==> src/rtl/div_ctrl.sv <==
// div_ctrl: multi-cycle radix-2 restoring divider for the EX stage.
// Handles signed and unsigned 32-bit divide/modulo. One quotient bit is
// produced per cycle. ready_o is a pure state decode, so there is no
// combinational path from any input to ready_o.
//
// state | meaning
// ------+-----------------------------------------------------------
// IDLE  | waiting for start_i; results held from the last operation
// CALC  | 32 restoring iterations, one quotient bit per cycle
// DONE  | result valid (ready_o = 1) until start_i drops
module div_ctrl (
    input  logic        clk,
    input  logic        rst,
    input  logic        start_i,
    input  logic        signed_i,
    input  logic [31:0] dividend_i,
    input  logic [31:0] divisor_i,
    input  logic        cancel_i,
    output logic        ready_o,
    output logic        busy_o,
    output logic [31:0] quotient_o,
    output logic [31:0] remainder_o
);

    typedef enum logic [1:0] {
        IDLE = 2'd0,
        CALC = 2'd1,
        DONE = 2'd2
    } state_t;

    state_t      state;
    state_t      state_next;

    logic [32:0] rem;
    logic [31:0] dq;
    logic [31:0] dvs;
    logic [4:0]  count;
    logic        neg_q;
    logic        neg_r;

    logic        go;
    logic        div_zero;
    logic        last;
    logic        dend_neg;
    logic        dvs_neg;
    logic [33:0] trial;
    logic        qbit;
    logic [32:0] rem_next;
    logic [31:0] dq_next;

    assign go       = start_i & ~cancel_i;
    assign div_zero = (divisor_i == 32'd0);
    assign last     = (count == 5'd31);
    assign dend_neg = signed_i & dividend_i[31];
    assign dvs_neg  = signed_i & divisor_i[31];

    // One restoring step: shift in the next dividend bit and trial-subtract.
    // The partial remainder stays below the divisor, so a borrow out of the
    // 34-bit subtraction means the trial failed and the shifted value is kept.
    always_comb begin
        trial    = {rem, dq[31]} - {2'b00, dvs};
        qbit     = ~trial[33];
        rem_next = qbit ? trial[32:0] : {rem[31:0], dq[31]};
        dq_next  = {dq[30:0], qbit};
    end

    // State register.
    always_ff @(posedge clk or negedge rst) begin
        if (!rst) begin
            state <= IDLE;
        end else begin
            state <= state_next;
        end
    end

    // Next-state decode; cancel wins over everything, including a held start.
    always_comb begin
        state_next = state;
        if (cancel_i) begin
            state_next = IDLE;
        end else begin
            case (state)
                IDLE: begin
                    if (go) begin
                        state_next = div_zero ? DONE : CALC;
                    end
                end
                CALC: begin
                    if (last) begin
                        state_next = DONE;
                    end
                end
                DONE: begin
                    if (!start_i) begin
                        state_next = IDLE;
                    end
                end
                default: state_next = IDLE;
            endcase
        end
    end

    // Operand capture, iteration, and result write with sign fix-up.
    // quotient_o/remainder_o are written only on the transition into DONE.
    always_ff @(posedge clk or negedge rst) begin
        if (!rst) begin
            rem         <= '0;
            dq          <= '0;
            dvs         <= '0;
            count       <= '0;
            neg_q       <= 1'b0;
            neg_r       <= 1'b0;
            quotient_o  <= '0;
            remainder_o <= '0;
        end else if (state == IDLE && go) begin
            // Negating 0x80000000 wraps to itself, which is its correct
            // unsigned magnitude.
            dq    <= dend_neg ? (-dividend_i) : dividend_i;
            dvs   <= dvs_neg ? (-divisor_i) : divisor_i;
            neg_q <= dend_neg ^ dvs_neg;
            neg_r <= dend_neg;
            rem   <= '0;
            count <= '0;
            if (div_zero) begin
                quotient_o  <= 32'hFFFF_FFFF;
                remainder_o <= dividend_i;
            end
        end else if (state == CALC && !cancel_i) begin
            rem   <= rem_next;
            dq    <= dq_next;
            count <= count + 5'd1;
            if (last) begin
                quotient_o  <= neg_q ? (-dq_next) : dq_next;
                remainder_o <= neg_r ? (-rem_next[31:0]) : rem_next[31:0];
            end
        end
    end

    assign ready_o = (state == DONE);
    assign busy_o  = (state != IDLE);

endmodule

==> config.mk <==
export PLATFORM = sky130hd
export DESIGN_NAME = div_ctrl
export DESIGN_NICKNAME = d
export VERILOG_FILES = /design/src/rtl/div_ctrl.sv
export SDC_FILE = /design/constraint.sdc
export NUM_CORES = 1
export LEC_CHECK = 0
export CAP_MARGIN = 20
export CORE_MARGIN = 5
export CORE_UTILIZATION = 45
export CTS_CLUSTER_SIZE = 25
export DETAILED_ROUTE_END_ITERATION = 7
export PLACE_DENSITY_LB_ADDON = 0.25
export RECOVER_POWER = 100
export SLEW_MARGIN = 20
export SYNTH_ARGS = -nofsm -noshare
export SYNTH_HDL_FRONTEND = slang
export SYNTH_SLANG_ARGS = --single-unit
==> constraint.sdc <==
create_clock -name clk -period 14.5 [get_ports clk]
set_clock_uncertainty 0.15 [all_clocks]
set_input_delay 1.45 -clock clk [delete_from_list [all_inputs] [get_ports clk]]
set_output_delay 1.45 -clock clk [all_outputs]
set_load 0.01 [all_outputs]
After elaboration in Yosys (flattened, before gate mapping):

Cells that the tools add are included.

* register bits after elaboration: 170
* latch bits: 0
* memory bits (writable): 0
* bits in read-only memories: 0
* bits of input ports: 69
* output and inout bits: 66
* memories kept: 0

* add/subtract/negate cells: 6
* multiply operators: 0
* div/mod/pow operators: 0
* order comparisons: 0
* eq/ne operators: 7
* shift operators: 0
* muxes and demuxes: 25
* bitwise operators: 6
* reduce and logical (&&, ||, !) cells: 10

Operator list (number)
* 32-bit 2-to-1 mux: 14
* 32-bit negation: 4
* 33-bit 2-to-1 mux: 3
* 34-bit by 32-bit subtractor with 34-bit output: 1
* 32-bit logical NOT: 1
* 2-bit 2-to-1 mux: 5
* 5-bit 2-to-1 mux: 2
* 3-bit != test (second input constant): 3
* 2-bit case mux with 3 select lines: 1
* 3-bit AND reduction: 2
* 2-bit nonzero test: 3
* 5-bit by 1-bit adder with 5-bit output (second input constant): 1
* 5-bit == test (second input constant): 1
* 1-bit bitwise AND: 3
* 2-bit by 1-bit == test with 1-bit output (second input constant): 1
* 2-bit == test (second input constant): 1
* 1-bit logical AND: 2
* 2-bit logical NOT: 1
* 2-bit != test (second input constant): 1
* 1-bit inverter: 2
* 1-bit logical NOT: 1
* 1-bit XOR: 1

Logic depth before layout (Yosys ltp):

* depth after elaboration: 7
* gate-level depth with buffers: 22

Least setup slack after synthesis:

No wires, ideal clock.

* path kind: register to register
* from: register rem[5]
* to: register quotient_o[26]
* library setup time: 0.137 ns
* data arrival time: 4.523 ns
* data required time: 14.213 ns
* path slack: 9.690 ns
* cell stages (with the launch flop): 19
* period minus slack after synthesis: 4.810 ns
* path through: dfrtp_1 -> ha_1 -> a21o_1 -> a31o_4 -> a211o_1 -> o2111a_1 -> nor4_4 -> nor2_4 -> inv_8 -> buf_2 -> buf_1 -> ha_1 -> nand3_1 -> nand2b_1 -> nand2b_1 -> or3_1 -> o41ai_1 -> xor2_1 -> a21oi_1

* word-level cells in the longest chain between the ends: 7

RTL lines
* start, declared: line 34 `logic [32:0] rem;`
* start signal, assigned: line 129 `rem <= rem_next;`
* 34-bit by 32-bit subtractor with 34-bit output: line 61 `trial = {rem, dq[31]} - {2'b00, dvs};`
* 1-bit inverter: line 62 `qbit = ~trial[33];`
* 32-bit negation: line 133 `quotient_o <= neg_q ? (-dq_next) : dq_next;`
* 32-bit 2-to-1 mux: line 133
* 32-bit 2-to-1 mux: line 132 `if (last) begin`
* 32-bit 2-to-1 mux: line 128 `end else if (state == CALC && !cancel_i) begin`
* 32-bit 2-to-1 mux: line 115 `end else if (state == IDLE && go) begin`
* end signal, assigned: line 133
* end, declared: line 21 `output logic [31:0] quotient_o,`

No other way between the ends. The select of a mux whose other input is x is not followed.
A chain may end at the register's enable or synchronous reset.

Worst setup path in the final report:

* from: input cancel_i
* to: register remainder_o[7]

* word-level cells in the longest chain between the ends: 5
* elaborated cells on any way between the ends: 10
* classes of those cells: eq/ne (1); mux (1); bitwise (2); reduce/logical (6)

RTL lines
* start, declared: line 18 `input logic cancel_i,`
* 1-bit inverter: line 51 `assign go = start_i & ~cancel_i;`
* 1-bit bitwise AND: line 51
* 1-bit logical AND: line 115
* 2-bit != test (no line) / 2-bit nonzero test (equally long branches)
* 3-bit AND reduction (no line)
* end signal, assigned: line 126 `remainder_o <= dividend_i;`
* end signal, assigned: line 134 `remainder_o <= neg_r ? (-rem_next[31:0]) : rem_next[31:0];`
* end, declared: line 22 `output logic [31:0] remainder_o`

Several ways; a longest one is shown, not always the timed one.

==> flow_summary.yaml <==
status:
  status: "finished with violations"
  violations: "capacitance limit, slew limit"
cts:
  cts-htree-levels: 4
  cts_root_buffer: "clkbuf_16"
  cts_setup_buffers: 0
  cts_tree: "built"
  clk_pin_slew_worst_paths_ns: 0.07
  cts_hold_buf: 0
  cts_inserted_buffers: 17
  clk_latency_ns: 0.44
  clock-sinks: 170
  cts_buffer_depth: 2
  cts_resized: 0
worst_setup_path:
  worstSetupStartpoint: "cancel_i"
  cp.required_ns: 14.54
  worstSetupStartpointType: "primary input"
  reg2reg_depth: 17
  worstReg2RegStart: "rem[15]"
  crit_end: "remainder_o[7]"
  ff2ff_setup_slack_ns: 7.46
  end_kind: "flip-flop"
  cp.arrival_ns: 7.61
  worst-setup-path-type: "primary input to flip-flop"
  cp_max_fo: 87
  rr_endpoint: "remainder_o[30]"
route:
  route.vias.total: 11300
  totalWireLength_mm: 35.5
  drcViolationCount: 0
  first_pass_iters: 7
  avgRoutedWirePerCell_um: 18.2
  routed_via_density: 5.80
  antenna_left: 0
  drt_iter0_drc: 1028
cells_and_area:
  final_common_cell: "nand2_1"
  fin_cells: 1952
  regArea_mm2: 0.00425
  post-route-util: 0.534
  syn2layout_area_growth_pct: 17.4
  drive_gt1_frac: 0.0435
  diodes: 0
  nFillCells: 2540
  nNetsFinal: 1707
  final_cell_mix: "nand2_1, dfrtp_1, nor2_1, o21ai_0, a21oi_1"
  multi_input_area_mm2: 0.00745
power:
  clock_power_share: 0.160
  p_switching_mw: 1.49
  internal_power_mw: 1.55
  pwr_density_cell_mw_per_mm2: 212
  p_sw_frac: 0.489
  p_leak_nw: 6.34
  power_frac_comb: 0.614
  ir_drop_mv: 0.143
  seq_power_share: 0.226
timing:
  fmax_mhz: 132
  post-route-period-util: 0.522
  rsz0062_at_grt: "no"
  setup_tns_ns: 0
  period_minus_slack_ns: 7.57
  slew-limit-headroom: -2.68
  slew_violations: 436
  whs_ns: 0.331
  fin_ws_ns: 6.93
  final_hold_viol_count: 0
  worst_pin_slew_ns: 5.51
  setup_violations: 0
place:
  place_ws_ns: 9.09
  dp_cells: 1921
  port_buffers: 134
  place.detailed.hpwl_mm: 26.3
  gp_congestion: 0.890
floorplanning:
  start_util: 0.455
  num_rows: 60
  core_mm2: 0.0269
  pin_count: 135
  fp.dieH_um: 175
  dieArea_mm2: 0.0305
  die_w_um: 175
logic_synthesis:
  synth-seq-area-share: 0.348
  synth_area_per_cell_um2: 8.07
  yosysWarnings: 0
  syn-cell-area_mm2: 0.0122
  syn-num-nets: 1623
  synth-edff-count: 0
  async_flop_share: 1.00
  synth_flop_cell: "dfrtp_1"
  ys_seq_elements: 170
  netlist-cell-type-count: 75
  synthCells: 1515
grt:
  first_global_vias: 10800
  track_usage: 0.228
  grt_max_degree: 103
  grt_antenna_before_repair: 0
  grt_pass1_wl_mm: 57.5
  grt.overflow.total: 0
worst_hold_path:
  hp-class: "flip-flop to flip-flop"
  worstHoldStart: "dvs[14]"
flow_run:
  drv_cap: 7
## power by group through the flow
stage	combinational, mW	clock [mW]	sequential, mW
final	1.87	0.485	0.689
after global routing	2.07	0.509	0.702
after CTS	1.85	0.491	0.685
after detailed placement	1.84	0	0.693
after global placement	1.82	0	0.689
after floorplan	1.44	0	0.645
## critical path: stages
cell and delay (ns):
dlygate4sd3_1 0.57, nand2b_1 0.22, or2_0 1.94, clkbuf_1 2.56
o211ai_1 0.46, o21ai_0 0.24, a21oi_1 0.12
## cells by family after synthesis
family | count (synthesis) | share of synthesized area
simple gates | 538 | 0.204
buf+inv | 134 | 0.0430
flops | 170 | 0.348
compound gates | 457 | 0.234
xor+xnor | 142 | 0.102
fa+ha+maj | 39 | 0.0405
mux | 35 | 0.0290
## metrics by stage
stage / instance area (um2) / power (mW)
floorplan: 12200 / 2.08
global placement: 13800 / 2.51
detailed placement: 13800 / 2.53
CTS: 14400 / 3.02
global route: 14300 / 3.29
finish: 14300 / 3.04
## Yosys cell counts, drive strengths merged (4+ instances only)
library cell	number	area, um2
nand2b	9	56.3
nand2	208	781
and2	10	62.6
o211ai	5	37.5
xnor2	60	526
o211a	4	40.0
ha	38	475
o21a	9	67.6
or4	13	105
a21o	16	120
and3	9	56.3
nor3	42	210
mux2i	32	320
nor2	153	582
o21ai	135	676
xor2	82	718
dfrtp	170	4250
a22o	6	52.6
a22oi	9	67.6
nor4	9	71.3
or3	26	163
o41ai	14	138
a31oi	48	307
a211oi	15	123
nand3	15	75.1
o31ai	30	235
clkbuf	58	218
or2	11	68.8
a211o	5	43.8
nand4	13	96.3
a311oi	4	35.0
a21oi	122	611
inv	52	203
nor4b	4	41.3
o22ai	7	43.8
o22a	4	35.0
nor2b	5	31.3
buf	23	101
## final cells by class
| class | instances | share of cell area |
|---|---|---|
| Inverter | 53 | 0.0140 |
| Sequential cell | 170 | 0.297 |
| Clock buffer | 17 | 0.0297 |
| Clock inverter | 14 | 0.0132 |
| Timing Repair Buffer | 146 | 0.0978 |
| Multi-Input combinational cell | 1211 | 0.519 |
| Tap cell | 341 | 0.0297 |
## how the worst min path moves through the flow
stage                     slack (ns)  cells past startpoint      end
after floorplan                 0.30                      2  dvs[10]
after global placement          0.31                      2  dvs[16]
after detailed placement        0.32                      2  dvs[22]
after CTS                       0.34                      2  dvs[22]
after global routing            0.35                      2  dvs[20]
final                           0.33                      2  dvs[14]
## sequential cells by signal, indices dropped and copies added (netlist names)
name	cells
dq	32
quotient_o	32
dvs	32
neg_q	1
count	5
state	2
neg_r	1
remainder_o	32
rem	33
## layer usage
layer,part of all wire,vias up,global-route usage
li1,-,5581,-
met1,0.47,5320,0.319
met2,0.45,379,0.372
met3,0.063,38,0.0439
met4,0.014,0,0.0468
met5,0,-,0
(Power assumes the default switching activity.)
